==> config.mk <==
export PLATFORM = sky130hd
export DESIGN_NAME = decryption_config_master
export DESIGN_NICKNAME = d
export VERILOG_FILES = /design/src/rtl/decryption_pkg.sv /design/src/rtl/decryption_config_master.sv
export SDC_FILE = /design/constraint.sdc
export NUM_CORES = 1
export LEC_CHECK = 0
export CAP_MARGIN = 20
export CELL_PAD_IN_SITES_DETAIL_PLACEMENT = 0
export CELL_PAD_IN_SITES_GLOBAL_PLACEMENT = 1
export CORE_UTILIZATION = 42
export CTS_CLUSTER_SIZE = 14
export DETAILED_ROUTE_END_ITERATION = 12
export PLACE_DENSITY_LB_ADDON = 0.1
export REMOVE_ABC_BUFFERS = 1
export SLEW_MARGIN = 10
export SYNTH_ARGS = -nofsm -noshare
export SYNTH_HDL_FRONTEND = slang
export SYNTH_SLANG_ARGS = --single-unit
==> constraint.sdc <==
create_clock -name clk -period 9.3 [get_ports clk]
set_clock_uncertainty 0.2 [all_clocks]
set_input_delay 1.86 -clock clk [delete_from_list [all_inputs] [get_ports clk]]
set_output_delay 1.86 -clock clk [all_outputs]
set_load 0.02 [all_outputs]
==> src/rtl/decryption_pkg.sv <==
// Shared definitions for the decryption register access path.
// Register map, reset key values, error codes and config-master FSM encoding.
// Pure declarations; no logic, no latency.
package decryption_pkg;

  // Register file addresses, one per programmable key
  localparam logic [7:0] ADDR_SELECT  = 8'h00;
  localparam logic [7:0] ADDR_CAESAR  = 8'h10;
  localparam logic [7:0] ADDR_SCYTALE = 8'h12;
  localparam logic [7:0] ADDR_ZIGZAG  = 8'h14;

  // Values the register file comes out of reset with
  localparam logic [1:0]  RST_SELECT  = 2'd0;
  localparam logic [15:0] RST_CAESAR  = 16'h0000;
  localparam logic [15:0] RST_SCYTALE = 16'hFFFF;
  localparam logic [15:0] RST_ZIGZAG  = 16'h0002;

  typedef enum logic [1:0] {
    ERR_NONE    = 2'd0,
    ERR_BUS     = 2'd1,
    ERR_VERIFY  = 2'd2,
    ERR_TIMEOUT = 2'd3
  } err_code_t;

  typedef enum logic [1:0] {
    ST_IDLE  = 2'd0,
    ST_ISSUE = 2'd1,
    ST_WAIT  = 2'd2,
    ST_DONE  = 2'd3
  } state_t;

  typedef enum logic {
    PH_WR = 1'b0,
    PH_RD = 1'b1
  } phase_t;

  // Register index (0 select, 1 caesar, 2 scytale, 3 zigzag) to bus address
  function automatic logic [7:0] reg_addr(input logic [1:0] idx);
    logic [7:0] a;
    case (idx)
      2'd0:    a = ADDR_SELECT;
      2'd1:    a = ADDR_CAESAR;
      2'd2:    a = ADDR_SCYTALE;
      default: a = ADDR_ZIGZAG;
    endcase
    return a;
  endfunction

endpackage

==> src/rtl/decryption_config_master.sv <==
// Programs select/caesar/scytale/zigzag into the decryption regfile, optionally reads all four back.
// Latency: 2 cycles per access with a 1-cycle responder; start->cfg_done 17 cycles (VERIFY=1), 9 (VERIFY=0).
// Backpressure: each access waits for done, aborting after TIMEOUT_CYCLES; start is ignored while busy.
module decryption_config_master
  import decryption_pkg::*;
#(
  parameter int addr_width     = 8,
  parameter int reg_width      = 16,
  parameter int VERIFY         = 1,
  parameter int TIMEOUT_CYCLES = 15
) (
  input  logic                  clk,
  input  logic                  rst,
  input  logic                  start,
  input  logic [1:0]            cfg_select,
  input  logic [reg_width-1:0]  cfg_caesar,
  input  logic [reg_width-1:0]  cfg_scytale,
  input  logic [reg_width-1:0]  cfg_zigzag,
  output logic                  busy,
  output logic                  cfg_done,
  output logic                  cfg_fail,
  output logic [1:0]            err_code,
  output logic [1:0]            err_index,
  output logic [addr_width-1:0] addr,
  output logic                  read,
  output logic                  write,
  output logic [reg_width-1:0]  wdata,
  input  logic [reg_width-1:0]  rdata,
  input  logic                  done,
  input  logic                  error
);

  state_t               state;
  phase_t               phase;
  logic [1:0]           idx;
  logic [3:0]           tmo_cnt;
  logic [1:0]           sel_q;
  logic [reg_width-1:0] caesar_q;
  logic [reg_width-1:0] scytale_q;
  logic [reg_width-1:0] zigzag_q;

  logic [1:0]           nxt_idx;
  phase_t               nxt_phase;
  logic                 seq_last;
  logic [reg_width-1:0] exp_dat;

  // Register index to write data / read-back expectation; select is zero-extended
  function automatic logic [reg_width-1:0] reg_data(
    input logic [1:0]           i,
    input logic [1:0]           sel,
    input logic [reg_width-1:0] c,
    input logic [reg_width-1:0] s,
    input logic [reg_width-1:0] z
  );
    logic [reg_width-1:0] d;
    case (i)
      2'd0:    d = {{(reg_width-2){1'b0}}, sel};
      2'd1:    d = c;
      2'd2:    d = s;
      default: d = z;
    endcase
    return d;
  endfunction

  // Next access: index wraps 3->0 which coincides with the switch to the read-back phase
  always_comb begin
    nxt_idx   = idx + 2'd1;
    nxt_phase = (idx == 2'd3) ? PH_RD : phase;
    seq_last  = (idx == 2'd3) && !((phase == PH_WR) && (VERIFY != 0));
    exp_dat   = reg_data(idx, sel_q, caesar_q, scytale_q, zigzag_q);
  end

  // Sequencer FSM with registered bus strobes and status outputs
  always_ff @(posedge clk or posedge rst) begin
    if (rst) begin
      state     <= ST_IDLE;
      phase     <= PH_WR;
      idx       <= 2'd0;
      tmo_cnt   <= 4'd0;
      sel_q     <= RST_SELECT;
      caesar_q  <= reg_width'(RST_CAESAR);
      scytale_q <= reg_width'(RST_SCYTALE);
      zigzag_q  <= reg_width'(RST_ZIGZAG);
      busy      <= 1'b0;
      cfg_done  <= 1'b0;
      cfg_fail  <= 1'b0;
      err_code  <= ERR_NONE;
      err_index <= 2'd0;
      addr      <= '0;
      read      <= 1'b0;
      write     <= 1'b0;
      wdata     <= '0;
    end else begin
      cfg_done <= 1'b0;
      case (state)
        ST_IDLE: begin
          if (start) begin
            sel_q     <= cfg_select;
            caesar_q  <= cfg_caesar;
            scytale_q <= cfg_scytale;
            zigzag_q  <= cfg_zigzag;
            cfg_fail  <= 1'b0;
            err_code  <= ERR_NONE;
            err_index <= 2'd0;
            idx       <= 2'd0;
            phase     <= PH_WR;
            busy      <= 1'b1;
            // First write goes out straight from the inputs being latched this edge
            addr      <= addr_width'(reg_addr(2'd0));
            wdata     <= reg_data(2'd0, cfg_select, cfg_caesar, cfg_scytale, cfg_zigzag);
            write     <= 1'b1;
            state     <= ST_ISSUE;
          end
        end
        ST_ISSUE: begin
          write   <= 1'b0;
          read    <= 1'b0;
          tmo_cnt <= 4'd0;
          state   <= ST_WAIT;
        end
        ST_WAIT: begin
          if (done) begin
            if (error) begin
              err_code  <= ERR_BUS;
              err_index <= idx;
              state     <= ST_DONE;
            end else if ((phase == PH_RD) && (rdata != exp_dat)) begin
              err_code  <= ERR_VERIFY;
              err_index <= idx;
              state     <= ST_DONE;
            end else if (seq_last) begin
              state <= ST_DONE;
            end else begin
              idx   <= nxt_idx;
              phase <= nxt_phase;
              addr  <= addr_width'(reg_addr(nxt_idx));
              wdata <= reg_data(nxt_idx, sel_q, caesar_q, scytale_q, zigzag_q);
              write <= (nxt_phase == PH_WR);
              read  <= (nxt_phase == PH_RD);
              state <= ST_ISSUE;
            end
          end else if (tmo_cnt == 4'(TIMEOUT_CYCLES - 1)) begin
            err_code  <= ERR_TIMEOUT;
            err_index <= idx;
            state     <= ST_DONE;
          end else begin
            tmo_cnt <= tmo_cnt + 4'd1;
          end
        end
        ST_DONE: begin
          cfg_done <= 1'b1;
          cfg_fail <= (err_code != ERR_NONE);
          busy     <= 1'b0;
          state    <= ST_IDLE;
        end
        default: state <= ST_IDLE;
      endcase
    end
  end

endmodule

After elaboration in Yosys (flattened, before gate mapping)

Cells that the tools add are included.

Reductions and logical operators: 18
Bitwise operators: 1
Mux-type cells: 57
Equal/unequal tests: 19
$add $sub $neg: 2

Operator list:

| operator                                                              | number |
|---|---|
| 16-bit case mux with 3 select lines                                   | 2 |
| 16-bit two-way mux                                                    | 5 |
| 8-bit two-way mux                                                     | 5 |
| 2-bit two-way mux                                                     | 18 |
| 16-bit case mux with 2 select lines                                   | 1 |
| 16-bit inequality test                                                | 1 |
| 8-bit case mux with 2 select lines                                    | 1 |
| 5-bit case mux with 3 select lines                                    | 1 |
| 2-bit inequality test, second input constant                          | 7 |
| 1-bit two-way mux                                                     | 12 |
| 2-bit case mux with 2 select lines                                    | 3 |
| 6-bit AND reduction                                                   | 2 |
| 2-bit equality test, second input constant                            | 5 |
| 4-bit two-way mux                                                     | 2 |
| 1-bit case mux with 2 select lines                                    | 4 |
| 2-bit case mux with 4 select lines                                    | 1 |
| 4-bit case mux with 2 select lines                                    | 1 |
| 2-bit nonzero test                                                    | 4 |
| 2-bit by 1-bit equality test with 1-bit output, second input constant | 3 |
| 2-bit logical NOT                                                     | 3 |
| 2-bit AND reduction                                                   | 3 |
| 5-bit AND reduction                                                   | 1 |
| 4-bit by 1-bit adder with 4-bit output, second input constant         | 1 |
| 4-bit equality test, second input constant                            | 1 |
| 9 further kinds                                                       | 10 |

Word-level logic and storage cells: 114
Flip-flop bits (word level): 92
Bits of input ports: 71
Output and inout bits: 33

Longest topological paths before layout

Gate-level depths: netlist (run 1).

Depth after elaboration: 8
Gate-level depth with buffers: 13
Mapped depth without buffers: 9

Worst setup path before layout (run 1)

OpenSTA, ideal clock, no wires.

Kind: input-to-reg
Start: input done
End: register wdata[6]
Path buffers: 3
Arrival time: 3220 ps
Required time: 8965 ps
Slack: 5745 ps
Cell stages on the path: 10
Library setup time: 135 ps
Cells stage by stage: nor2b_1 nand2_1 nand2_1 and2_1 clkbuf_1 o21ai_0 clkbuf_1 clkbuf_1 nand2_1 o21ai_0

Word-level cells in the longest chain between the ends: 2

Ends and longest elaborated chain:

| element                         | RTL line                        | source |
|---|---|---|
| start, declared                 | decryption_config_master.sv:29  | `input logic done,` |
| 2-bit inequality test (no line) | --                              |  |
| 6-bit AND reduction (no line)   | --                              |  |
| end signal, assigned            | decryption_config_master.sv:110 | `wdata <= reg_data(2'd0, cfg_select, cfg_caesar, cfg_scytale, cfg_zigzag);` |
| end signal, assigned            | decryption_config_master.sv:137 | `wdata <= reg_data(nxt_idx, sel_q, caesar_q, scytale_q, zigzag_q);` |
| end, declared                   | decryption_config_master.sv:27  | `output logic [reg_width-1:0] wdata,` |

Every way passes these cells.
A chain may end at the register's enable or synchronous reset.

Worst setup path after layout (run 1)

Start: register idx[1]
End: register wdata[1]

Word-level cells in the longest chain between the ends: 8
Elaborated cells on any way between the ends: 21
Classes of those cells: add/sub: 1; eq/ne: 8; mux: 7; reduce/logical: 5

Ends and longest elaborated chain:

| element                                     | RTL line                        | source |
|---|---|---|
| start, declared                             | decryption_config_master.sv:35  | `logic [1:0] idx;` |
| start signal, assigned                      | decryption_config_master.sv:134 | `idx <= nxt_idx;` |
| 2-bit by 1-bit adder with 2-bit output      | decryption_config_master.sv:67  | `nxt_idx = idx + 2'd1;` |
| 2-bit equality test (tied with other cells) | decryption_config_master.sv:56  | `case (i)` |
| 16-bit case mux with 3 select lines         | decryption_config_master.sv:56  |  |
| 16-bit two-way mux                          | decryption_config_master.sv:131 | `end else if (seq_last) begin` |
| 16-bit two-way mux                          | decryption_config_master.sv:127 | `end else if ((phase == PH_RD) && (rdata != exp_dat)) begin` |
| 16-bit two-way mux                          | decryption_config_master.sv:123 | `if (error) begin` |
| 16-bit two-way mux                          | decryption_config_master.sv:122 | `if (done) begin` |
| 16-bit case mux with 2 select lines         | decryption_config_master.sv:95  | `case (state)` |

Parallel ways exist; a longest one is shown, timed or not. The select of a mux whose other input is x is not followed.

==> results of run 1 <==
[cell families (layout without fill, tap and decap cells)]
kind of cell    Yosys count  count (layout)  share of synthesized area, %
fa+ha+maj                13              13                         3.495
mux                      73              73                         17.18
xor+xnor                 16              16                         3.011
compound gates          117             117                         16.83
simple gates             81              81                         7.258
other cells               1               5                       0.08057
flops                    87              87                         47.23
buf+inv                  47             131                         4.919
[final cells by class]
type	count	area, sq um	share of cell area (%)
Clock buffer	12	135.1	2.274
Clock inverter	4	120.1	2.021
Inverter	12	46.29	0.7791
Tap cell	140	175.2	2.948
Timing Repair Buffer	103	1018	17.14
Multi-Input combinational cell	305	2248	37.84
Sequential cell	87	2198	37.00
[state kept, by name, indices dropped and copies added (netlist names), 3 cells and up]
| name | cells |
|---|---|
| scytale_q | 16 |
| tmo_cnt | 4 |
| zigzag_q | 16 |
| wdata | 16 |
| addr | 3 |
| caesar_q | 16 |
[cell usage after synthesis, drive strengths merged (14+ instances only)]
master  count
dfrtp      70
nand2      48
xnor2      16
buf        20
o21ai      57
a22oi      14
clkbuf     15
nor2       19
mux2i      18
a221o      14
dfstp      17
mux2       55
[per-layer routing]
| metal | wire length, um | GRT usage (%) | vias to the layer above |
|---|---|---|---|
| li1 | - | - | 1725 |
| met1 | 4870 | 26.84 | 1751 |
| met2 | 5659 | 36.08 | 85 |
| met3 | 593 | 5.327 | 8 |
| met4 | 103 | 4.207 | 0 |
| met5 | 0 | 0 | - |
[worst paths after layout]
check / start / endpoint / slack [ns] / depth (start not counted)
setup / recovery: idx[1]$_DFFE_PP0P_ / wdata[1]$_DFFE_PP0P_ / 4.82 / 11
max in group asynchronous: rst / idx[1]$_DFFE_PP0P_ / 6.15 / 3
setup reg to reg: idx[1]$_DFFE_PP0P_ / wdata[1]$_DFFE_PP0P_ / 4.82 / 11
hold reg to reg: busy$_DFFE_PP0P_ / busy$_DFFE_PP0P_ / 0.28 / 2
hold / removal: busy$_DFFE_PP0P_ / busy$_DFFE_PP0P_ / 0.28 / 2
min in group asynchronous: rst / caesar_q[11]$_DFFE_PP0P_ / 1.60 / 2
[metrics by stage]
stage          cells  hold slack [ns]  instance area (sq um)
2_1_floorplan    404           0.2724                   4486
3_3_place_gp     647           0.2636                   5687
3_5_place_dp     647           0.2686                   5687
4_1_cts          663           0.2881                   5942
5_1_grt          663           0.3062                   5942
6_report         663           0.2800                   5942
[report_power, final]
group          internal (uW)  switching (uW)  leakage [uW]
Clock                    206             134      0.000125
Sequential               578             133       0.00105
Combinational            447             474       0.00130
[worst max-delay path: stages, from the launching register on]
cell and delay, ns:
sky130_fd_sc_hd__dfrtp_1 0.47, sky130_fd_sc_hd__inv_1 0.15, sky130_fd_sc_hd__ha_1 0.62, sky130_fd_sc_hd__buf_4 0.37
sky130_fd_sc_hd__a22oi_1 0.12, sky130_fd_sc_hd__o21ai_0 0.28, sky130_fd_sc_hd__xnor2_1 0.16, sky130_fd_sc_hd__nand4_1 0.25
sky130_fd_sc_hd__o41ai_4 0.87, sky130_fd_sc_hd__buf_4 0.42, sky130_fd_sc_hd__o21bai_1 0.13, sky130_fd_sc_hd__mux2_2 0.31
==> results.txt, run 1 <==
After synthesis, the share of flip-flops with an asynchronous set or reset is 100.0%. Along the worst path, the maximum fanout reaches 22. Cells fill 54.81% of the core in the end. After the first detailed-routing iteration, the DRC count stood at 125. The warning count from the yosys run was 0; the minimum period implied by the final worst setup slack was 4.481 ns.

Number of max-cap violations: 0. The most common library cell in the layout ignoring fill and taps is sky130_fd_sc_hd__clkdlybuf4s50_1. Based on the critical path, the design can be clocked at up to 223.2 MHz. A synthesized cell averages 10.70 sq um.

The vertical extent of the die works out to 107.3 um. TritonCTS created 9 clock buffers. Synthesis handed over a netlist of 435 instances. STA puts the critical path data required time at 9.34 ns. The count of distinct cell types in the synthesized netlist is 39. In this run the static leakage power is 0.002471 uW. Among all flip-flop cells after synthesis, the most frequent one is sky130_fd_sc_hd__dfrtp_1.

The longest clock path from root to sink contains 2 buffers. Kind of critical path: flip-flop to flip-flop. Worst max-slew margin expressed relative to the limit: 37.50%.

The H-tree generated during clock tree synthesis spans 3 levels. The run gives 978 as the fill cell total of the finished layout. TritonCTS built the clock tree. The number of antenna violations at the first check in global routing is 0, and the clock transition at the registers of the reported paths is 0.09 ns.

Cells with a size suffix above 1 make up 17.97% of the layout. The tools report the area of the die as 11510 sq um. The count of nets left with antenna violations once routing finished came out at 0.

The capturing element type of the critical path is a flip-flop. The total power density per cell area works out to 331.8 nW/um^2. In this run, post-CTS repair resized a total of 0 instances. CTS saw 87 sinks.

Setup repair after global routing left no endpoint under its margin. The largest net degree at the start of global routing is 65. The cell sitting at the root of the clock tree is a sky130_fd_sc_hd__clkbuf_8. Setup violations remaining at the end of the flow were counted as 0. OpenSTA, run right after detailed placement, puts the worst setup slack at 4.469 ns. The initial utilization of the core area, before any placement, comes to 42.94%.

The setup slack after layout is 4.819 ns, and the average vias per placed instance is 5.383. Once detailed placement completed, the half-perimeter wirelength came to 7435 um. Relative to the synthesized area, the layout overhead comes to 27.66%. The ratio of final minimum period to clock period was 48.19%; the cell area after technology mapping was 4654 sq um. Yosys attributes the largest share of cell area to sky130_fd_sc_hd__dfrtp_1 (38%), sky130_fd_sc_hd__mux2_2 (13%), sky130_fd_sc_hd__dfstp_2 (9.6%). The later-pin clock latency in the skew report is 0.36 ns, and the top cell type's share of synthesized area is 37.63%. The total count of hold-check failures in the final report was 0; the number of ports placed on the die boundary was 104. The sequential element share of the synthesized area came out at 47.23%.

Path class of the lowest-slack min-delay path: flip-flop to flip-flop. The biggest area contributor in the post-synthesis netlist is sky130_fd_sc_hd__dfrtp_1. The run gives 38 as the floorplan row count. The library cells used most frequently in the layout, excluding fill and tap cells, are sky130_fd_sc_hd__clkdlybuf4s50_1 (98), sky130_fd_sc_hd__dfrtp_1 (70), sky130_fd_sc_hd__mux2_2 (54). After clock tree synthesis, the setup repair step added 0 buffers. Buffers inserted to repair hold after CTS numbered 0. After layout, the design draws a total of 1971 uW. The run gives 602 as the final net count. 0 antenna diodes ended up in the layout. Yosys mapped a number of flops with a built-in enable equal to 0. The final wirelength is 11230 um, and the quantity of I/O buffers inserted on ports is 98. For the post-detailed-route DRC marker count, the log shows 0.

For the max-slew violation total from the final report, the log shows 0. In the global route stage, overall resource usage came out at 21.02%. Summed over all layers, the global routing overflow is 0. The flow ran to the end, and the final reports show no timing, DRC or antenna violations. Summing over every cut layer, the via total after detailed routing is 3569.

Iteration count of the initial detailed-routing pass: 7. The final weighted congestion in routability-driven placement was 0.7279; the largest vdd supply drop was 0.1394 mV. The run gives 10840 sq um as the core box area. In this run, synthesis produced a sequential element count of 87.

The worst setup path is launched from a flip-flop. The first global-routing pass estimated 18550 um of wire. The setup TNS is 0 ns, and the routed length per placed instance is 16.93 um.

The number of global-route vias before repair is 3657. At the pin with the least slew margin, the transition time is 0.9376 ns. Data arrives at the worst endpoint at 4.52 ns. Measured along the x axis, the die boundary spans 107.3 um.
(Power assumes the default switching activity.)
==> run 2: changes to the inputs <==
--- a/config.mk
+++ b/config.mk
@@ -8,7 +8,7 @@
 export CAP_MARGIN = 20
 export CELL_PAD_IN_SITES_DETAIL_PLACEMENT = 0
 export CELL_PAD_IN_SITES_GLOBAL_PLACEMENT = 1
-export CORE_UTILIZATION = 42
+export CORE_UTILIZATION = 39
 export CTS_CLUSTER_SIZE = 14
 export DETAILED_ROUTE_END_ITERATION = 12
 export PLACE_DENSITY_LB_ADDON = 0.1
==> constraint.sdc (replaced) <==
create_clock -name clk -period 4.7 [get_ports clk]
set_clock_uncertainty 0.2 [all_clocks]
set_input_delay 0.94 -clock clk [delete_from_list [all_inputs] [get_ports clk]]
set_output_delay 0.94 -clock clk [all_outputs]
set_load 0.02 [all_outputs]
==> run 2 against run 1 <==
The flow now finishes with violations (design-rule violations); via count rose by 2.4%; clock power rose by 110%; critical path depth unchanged; largest power group unchanged.
==> results.txt, run 2 (synthesized netlist as in run 1, its figures left out) <==
The flow ran to the end, but the final reports show violations. The checks that failed: design-rule violations. The startpoint identified for the worst register-to-register timing path is idx[1]$_DFFE_PP0P_.

The tree is rooted in a sky130_fd_sc_hd__clkbuf_16. For the cell leakage power, the log shows 0.002521 uW (+2.0%). In this run the worst hold path is classified as flip-flop to flip-flop. The final total power was 3982 uW (+100%); the global routing usage summed across all routing layers was 19.59% (-1.4 points). The total count of hold-check failures in the final report came out at 0 (unchanged).

The routed length per placed instance was 17.33 um (+2.3%); the clock transition at the registers of the reported paths was 0.07 ns (-0.02 ns). The final antenna diode count came out at 0 (unchanged). The logs give 0 (unchanged) for the max-slew violation total from the final report and 0 (unchanged) for the remaining global-route overflow. The quantity of I/O buffers inserted on ports was 98 (unchanged). Setup repair after global routing left no endpoint under its margin. Number of cell instances on the worst register-to-register path: 11 (unchanged). The ratio of final minimum period to clock period works out to 84.33% (+36 points). The timing-limited maximum frequency is 252.3 MHz (+13%).

The setup TNS is 0 ns (unchanged), and the vertical extent of the die is 111.2 um (+3.7%). The tools report the half-perimeter wire length after detailed placement as 7988 um (+7.4%). The most critical setup path has its startpoint at idx[1]$_DFFE_PP0P_. The setup slack after layout was 0.7366 ns (-4.082 ns); the largest fanout on the critical path was 22 (unchanged). The data arrival at the endpoint of the critical path was 3.98 ns (-0.54 ns); the maximum clock path buffer count was 2 (unchanged). Number of buffers added to fix hold violations after cts: 0 (unchanged). The worst setup path is captured at a flip-flop. The largest vdd supply drop was 0.2646 mV (+90%). The endpoint of the most critical setup path was write$_DFFE_PP0P_. The internal power was 2471 uW (+100%); the number of global-route vias before repair was 3579 (-2.1%).

The horizontal extent of the die is 111.2 um (+3.7%). The library cell used most frequently in the layout, excluding fill and tap cells, is sky130_fd_sc_hd__clkdlybuf4s50_1. The tools report the later-pin clock latency in the skew report as 0.34 ns (-0.02 ns).

The number of nets with antenna violations after detailed routing was 0 (unchanged). Relative to the synthesized area, the layout overhead comes to 29.87%. The endpoint of the worst-slack reg-to-reg timing path is write$_DFFE_PP0P_.

The proportion of power drawn by combinational gates came out at 46.1% (-0.6 points). STA classifies the critical path startpoint as a flip-flop. The largest net degree at the start of global routing is 44 (-32%).

The count of buffers added by post-CTS timing repair for setup is 0 (unchanged), and the CTS H-tree depth is 3 (unchanged). The tools report the final cell count without fillers as 670 (+1.1%). The tools report the final net count as 606 (+0.66%). The run gives 4.72 ns (-4.62 ns) as the required time of the critical path. Setup slack of the most critical reg-to-reg path: 0.74 ns (-4.08 ns). For the worst slack at placement, the log shows 0.7530 ns (-3.716 ns). The number of max-cap violations is 0 (unchanged). The tools report the clock sink total as 87 (unchanged). The via total after detailed routing was 3656 (+2.4%).

The slew at the pin with the worst max-slew slack came out at 0.9344 ns (-0.003115 ns). The run gives 0 (unchanged) as the count of endpoints failing setup in the final report. The floorplan row count came out at 39 (+2.6%).

Fill cell total of the finished layout: 1057 (+8.1%). The tools report the worst max-slew margin expressed relative to the limit as 37.70% (+0.21 points). TritonCTS built the clock tree. The average vias per placed instance is 5.457 (+1.4%), and the post-detailed-route DRC marker count is 12 (+12). The first-pass GRT wire length was 18740 um (+1.0%).

The worst setup path is of the flip-flop to flip-flop kind. Leaving out fill and tap cells, the most frequent cells in the layout are sky130_fd_sc_hd__clkdlybuf4s50_1 (98), sky130_fd_sc_hd__dfrtp_1 (70), sky130_fd_sc_hd__mux2_2 (54). The iteration count of the initial detailed-routing pass was 9 (+2). The logs give 12380 sq um (+7.5%) for the area of the die and 0 (unchanged) for the number of antenna violations at the first check in global routing. Number of cells after detailed placement: 653 (+0.93%). The sequential power share was 35.9% (-0.2 points); the minimum period implied by the final worst setup slack was 3.963 ns (-0.5179 ns). The number of DRC markers in iteration 0 was 204 (+63%). The cell area after layout was 6045 sq um (+1.7%); the total power density per cell area was 658.8 nW/um^2 (+99%).

Power share of the clock group: 17.9% (+0.7 points). The logs give 9 (unchanged) for the total clock buffers created by CTS and 104 (unchanged) for the number of ports placed on the die boundary. The core box area was 11520 sq um (+6.2%); the ratio of cells with drive above 1 in the final layout was 19.17% (+1.2 points). The switching part of the total was 37.95% (+0.39 points); the standard cell area after detailed placement was 5725 sq um (+0.68%). The logs give 0.7745 (+6.4%) for the final weighted congestion in routability-driven placement and 1511 uW (+100%) for the net switching component of the power. The initial core utilization is 40.42% (-2.5 points).

The run gives 0 (unchanged) as the number of instances resized during post-cts repair. The final wirelength is 11610 um (+3.4%).
-- run 2: cell count changes in the layout (fill, tap and decap cells not counted), sizes merged --
cell,change
buf,+4
bufinv,-3
clkinv,+3
clkbuf,-2
clkinvlp,+2
-- run 2: worst min-delay path by stage --
stage	startpoint	endpoint	slack, ns	depth (start not counted)
final	busy$_DFFE_PP0P_	busy$_DFFE_PP0P_	0.29	2
after global routing	busy$_DFFE_PP0P_	busy$_DFFE_PP0P_	0.33	2
after CTS	cfg_fail$_DFFE_PP0P_	cfg_fail$_DFFE_PP0P_	0.30	2
after detailed placement	cfg_fail$_DFFE_PP0P_	cfg_fail$_DFFE_PP0P_	0.28	2
after global placement	cfg_fail$_DFFE_PP0P_	cfg_fail$_DFFE_PP0P_	0.27	2
after floorplan	tmo_cnt[2]$_DFFE_PP0P_	tmo_cnt[2]$_DFFE_PP0P_	0.27	1
-- run 2: metrics by stage --
step | util, % | hold WS, ns
2_1_floorplan | - | 0.2724
3_3_place_gp | 49.72 | 0.2718
3_5_place_dp | 49.72 | 0.2814
4_1_cts | 52.31 | 0.2952
5_1_grt | 52.49 | 0.3288
6_report | 52.49 | 0.2864
-- run 2: routing by layer --
layer  global-route usage [%]  wire length [um]  vias to the layer above
met5                        0                 0                        -
met4                    6.937               148                        0
met3                    4.429               515                       11
met2                    33.25              5746                      115
met1                    24.38              5197                     1800
li1                         -                 -                     1730
-- run 2: final cells by class --
class / count / area (sq um) / area share [%]
Clock inverter: 6 / 60.06 / 0.9936
Sequential cell: 87 / 2198 / 36.37
Clock buffer: 10 / 239.0 / 3.954
Inverter: 12 / 46.29 / 0.7659
Tap cell: 143 / 178.9 / 2.960
Multi-Input combinational cell: 305 / 2248 / 37.20
Timing Repair Buffer: 107 / 1074 / 17.76
-- run 2: critical path, cell delays in order, from the launching register on --
cell,delay [ns]
sky130_fd_sc_hd__dfrtp_1,0.43
sky130_fd_sc_hd__inv_1,0.15
sky130_fd_sc_hd__ha_1,0.75
sky130_fd_sc_hd__buf_4,0.31
sky130_fd_sc_hd__a22oi_1,0.10
sky130_fd_sc_hd__o21ai_0,0.26
sky130_fd_sc_hd__xnor2_1,0.15
sky130_fd_sc_hd__nand4_1,0.19
sky130_fd_sc_hd__o41ai_4,0.61
sky130_fd_sc_hd__buf_12,0.25
sky130_fd_sc_hd__o21ai_1,0.08
sky130_fd_sc_hd__mux2_1,0.34
-- run 2: power by group through the flow --
stage / clock network, uW / registers [uW] / logic [uW]
floorplan: 0 / 1450 / 1190
global placement: 0 / 1430 / 1810
detailed placement: 0 / 1440 / 1840
CTS: 737 / 1430 / 1840
global route: 767 / 1480 / 2030
finish: 715 / 1430 / 1840
==> patch, RTL diff (flow settings as in run 2) <==
Put one more register stage on the output `wdata`, cleared by the reset. The value now appears one clock later. The other outputs are not delayed to match.
--- a/src/rtl/decryption_config_master.sv
+++ b/src/rtl/decryption_config_master.sv
@@ -29,6 +29,8 @@
   input  logic                  done,
   input  logic                  error
 );
+
+  logic [reg_width-1:0] wdata_s0;
 
   state_t               state;
   phase_t               phase;
@@ -89,7 +91,7 @@
       addr      <= '0;
       read      <= 1'b0;
       write     <= 1'b0;
-      wdata     <= '0;
+      wdata_s0  <= '0;
     end else begin
       cfg_done <= 1'b0;
       case (state)
@@ -107,7 +109,7 @@
             busy      <= 1'b1;
             // First write goes out straight from the inputs being latched this edge
             addr      <= addr_width'(reg_addr(2'd0));
-            wdata     <= reg_data(2'd0, cfg_select, cfg_caesar, cfg_scytale, cfg_zigzag);
+            wdata_s0  <= reg_data(2'd0, cfg_select, cfg_caesar, cfg_scytale, cfg_zigzag);
             write     <= 1'b1;
             state     <= ST_ISSUE;
           end
@@ -134,7 +136,7 @@
               idx   <= nxt_idx;
               phase <= nxt_phase;
               addr  <= addr_width'(reg_addr(nxt_idx));
-              wdata <= reg_data(nxt_idx, sel_q, caesar_q, scytale_q, zigzag_q);
+              wdata_s0 <= reg_data(nxt_idx, sel_q, caesar_q, scytale_q, zigzag_q);
               write <= (nxt_phase == PH_WR);
               read  <= (nxt_phase == PH_RD);
               state <= ST_ISSUE;
@@ -158,5 +160,13 @@
     end
   end
 
+  always_ff @(posedge clk or posedge rst) begin
+    if (rst) begin
+      wdata <= '0;
+    end else begin
+      wdata <= wdata_s0;
+    end
+  end
+
 endmodule
 
Function: changed (a bounded check fails within 4 cycles, from zero or initial values and one cycle with rst high).
==> patch against run 2 <==
  * Wire length increased by 1.6%
  * Final area increased by 7.5%
  * Sequential power increased by 13%
  * Sequential cell count increased by 16
  * Critical path type unchanged
  * Synthesized area increased by 9.1%
  * Global-route usage decreased by 0.87 points
  * Power increased by 6.0%
  * Worst setup slack improved by 31 ps
==> patch: results (changes against run 2) <==
Pwr:
- The maximum VDD drop was 0.248 mV (-6.4%).
- The sequential share of power is 38.2% (+2.3 points).
- The static leakage is 0.00274 uW (+8.5%).
- The switching part of the total power came to 36.2% (-1.7 points).

Route:
- The routed wire length on met3 is 521 um (+1.2%).
- The number of design-rule violations left by the first detailed-router iteration is 153 (-25%).
- The detailed-route vias per instance is 5.17 (-5.3%).
- The first-pass detailed-route iteration total is 4 (-5).
- Routed signal wires occupy layers up through met4.
- The aggregate routed wire length is 11800 um (+1.6%).
- The met2 wire length is 5890 um (+2.5%).
- The routed length on met1 is 5270 um (+1.4%).

Layout:
- The final net count is 607 (+0.17%).
- The fill cell instance count of the final layout came to 1178 (+11%).
- The total inserted antenna cells is 0 (unchanged).
- The fraction of final layout cells sized beyond drive strength 1 was 21.8% (+2.6 points).

Placement:
- The number of buffer cells added on primary ports is 98 (unchanged).
- The pre-CTS setup slack came to 789 ps (+35.6 ps).
- The weighted congestion at the end of routability-driven global placement is 0.732 (-5.6%).
- The placed wire-length estimate after detailed placement is 8270 um (+3.5%).

Yosys:
- The number of distinct standard cells referenced by the synthesized netlist was 52 (+33%).
- The async set-reset flop share out of synthesis was 100% (unchanged).
- The sequential cell area fraction in the yosys report is 51.2% (+4.0 points).
- The total number of yosys warnings is 0 (unchanged).
- Yosys attributes the largest share of cell area to dfrtp_1, mux2_2, dfstp_2, mux2_4, a22oi_1.
- The commonest cells after synthesis are dfrtp_1, mux2_2, nor2_1, a21oi_1, o21ai_0.

GRT:
- The first-pass GRT wire length is 18700 um (-0.26%).
- The initial antenna violation count is 0 (unchanged).
- The number of global-route vias before repair is 3648 (+1.9%).
- The global routing usage summed across all routing layers is 18.7% (-0.87 points).
- The pin count of the biggest net entering global routing came to 71 (+61%).

Setup path:
- The path depth of the worst reg2reg path came to 9 (-2).
- The worst reg2reg path endpoint is wdata_s0[5]$_DFFE_PP0P_.
- In this run the critical register-to-register path is launched from idx[1]$_DFFE_PP0P_.
- The biggest fanout along the worst timing path is 24 (+9.1%).
- The register-to-register setup slack is 770 ps (+30 ps).
- The data arrival time of the critical path is 3970 ps (about the same).

Clocking:
- The root buffer cell is clkbuf_16.
- The clock reaches the later pin of the worst-skew pair after 350 ps.
- The clock slew at the register clock pins of the worst setup and hold paths was 70 ps (about the same).
- The post-CTS setup-driven buffer insertion count is 0 (unchanged).
- The maximum buffer depth of the clock tree is 2 (unchanged).
- The clock buffer count from CTS is 9 (unchanged).
- The post-CTS resize count is 0 (unchanged).

Hold path:
- The worst hold path belongs to the class reg -> reg.
- The cell depth of the worst min-delay path is 0 (-2).
- In this run the most critical hold path is launched from wdata_s0[14]$_DFFE_PP0P_.
- The worst hold path terminates at wdata[14]$_DFF_PP0_.

STA:
- The tightest hold margin came to 182 ps (-105 ps).
- The slew at the pin with the worst max-slew slack is 983 ps (+48.7 ps).

Run status:
- The flow ran to the end, and the final reports show no timing, DRC or antenna violations.
patch: layout make-up:
type	instances	area, sq um	share of cell area (%)
Inverter	13	51.3	0.789
Clock buffer	13	250	3.85
Sequential cell	103	2600	40.0
Multi-Input combinational cell	289	2290	35.3
Clock inverter	3	42.5	0.654
Timing Repair Buffer	107	1050	16.1
Tap cell	172	215	3.31
patch: worst max-delay path by stage:
stage | from | to | slack, ps | depth (start not counted)
detailed placement | idx[1]$_DFFE_PP0P_ | wdata_s0[5]$_DFFE_PP0P_ | 790 | 9
global route | idx[1]$_DFFE_PP0P_ | wdata_s0[5]$_DFFE_PP0P_ | 520 | 9
floorplan | rst | addr[1]$_DFFE_PP0P_ | 880 | 1
global placement | rdata[0] | wdata_s0[5]$_DFFE_PP0P_ | 830 | 8
finish | idx[1]$_DFFE_PP0P_ | wdata_s0[5]$_DFFE_PP0P_ | 770 | 9
CTS | idx[1]$_DFFE_PP0P_ | wdata_s0[11]$_DFFE_PP0P_ | 770 | 9
patch: worst max-delay path: stages (launching register included):
cell      delay [ps]
dfrtp_1          450
ha_1             800
buf_4            320
a221oi_1          70
o21ai_0          190
o211ai_1         110
or4_4            470
o41ai_4          340
o211ai_4         410
mux2_4           420
patch: layer usage:
layer / vias to the layer above / global-route usage (%)
met4: 0 / 5.38
met3: 9 / 5.28
met2: 81 / 30.8
met5: - / 0
li1: 1742 / -
met1: 1787 / 24.0
patch: power by group through the flow:
stage                     Combinational, uW  Sequential (uW)  Clock, uW
after CTS                              1880             1620        769
final                                  1860             1610        746
after floorplan                        1270             1610          0
after detailed placement               1880             1630          0
after global placement                 1840             1620          0
after global routing                   2060             1660        805
patch: kinds of logic (layout without fill, tap and decap cells):
family                   after synthesis  count (layout)  synth area share (%)
AO/OA/AOI/OAI                        104             104                  14.2
flip-flops                           103             103                  51.2
AND/OR/NAND/NOR                       81              81                  7.69
multiplexers                          73              73                  17.2
buffers and inverters                 42             136                  4.14
adder cells (fa/ha/maj)               13              13                  3.20
XOR/XNOR                              13              13                  2.24
other                                  1               5                0.0739
patch: through the flow:
step                      instance area [sq um]  cells
after floorplan                            4930    405
after global placement                     6210    684
after detailed placement                   6210    684
after CTS                                  6500    700
after global routing                       6500    700
final                                      6500    700
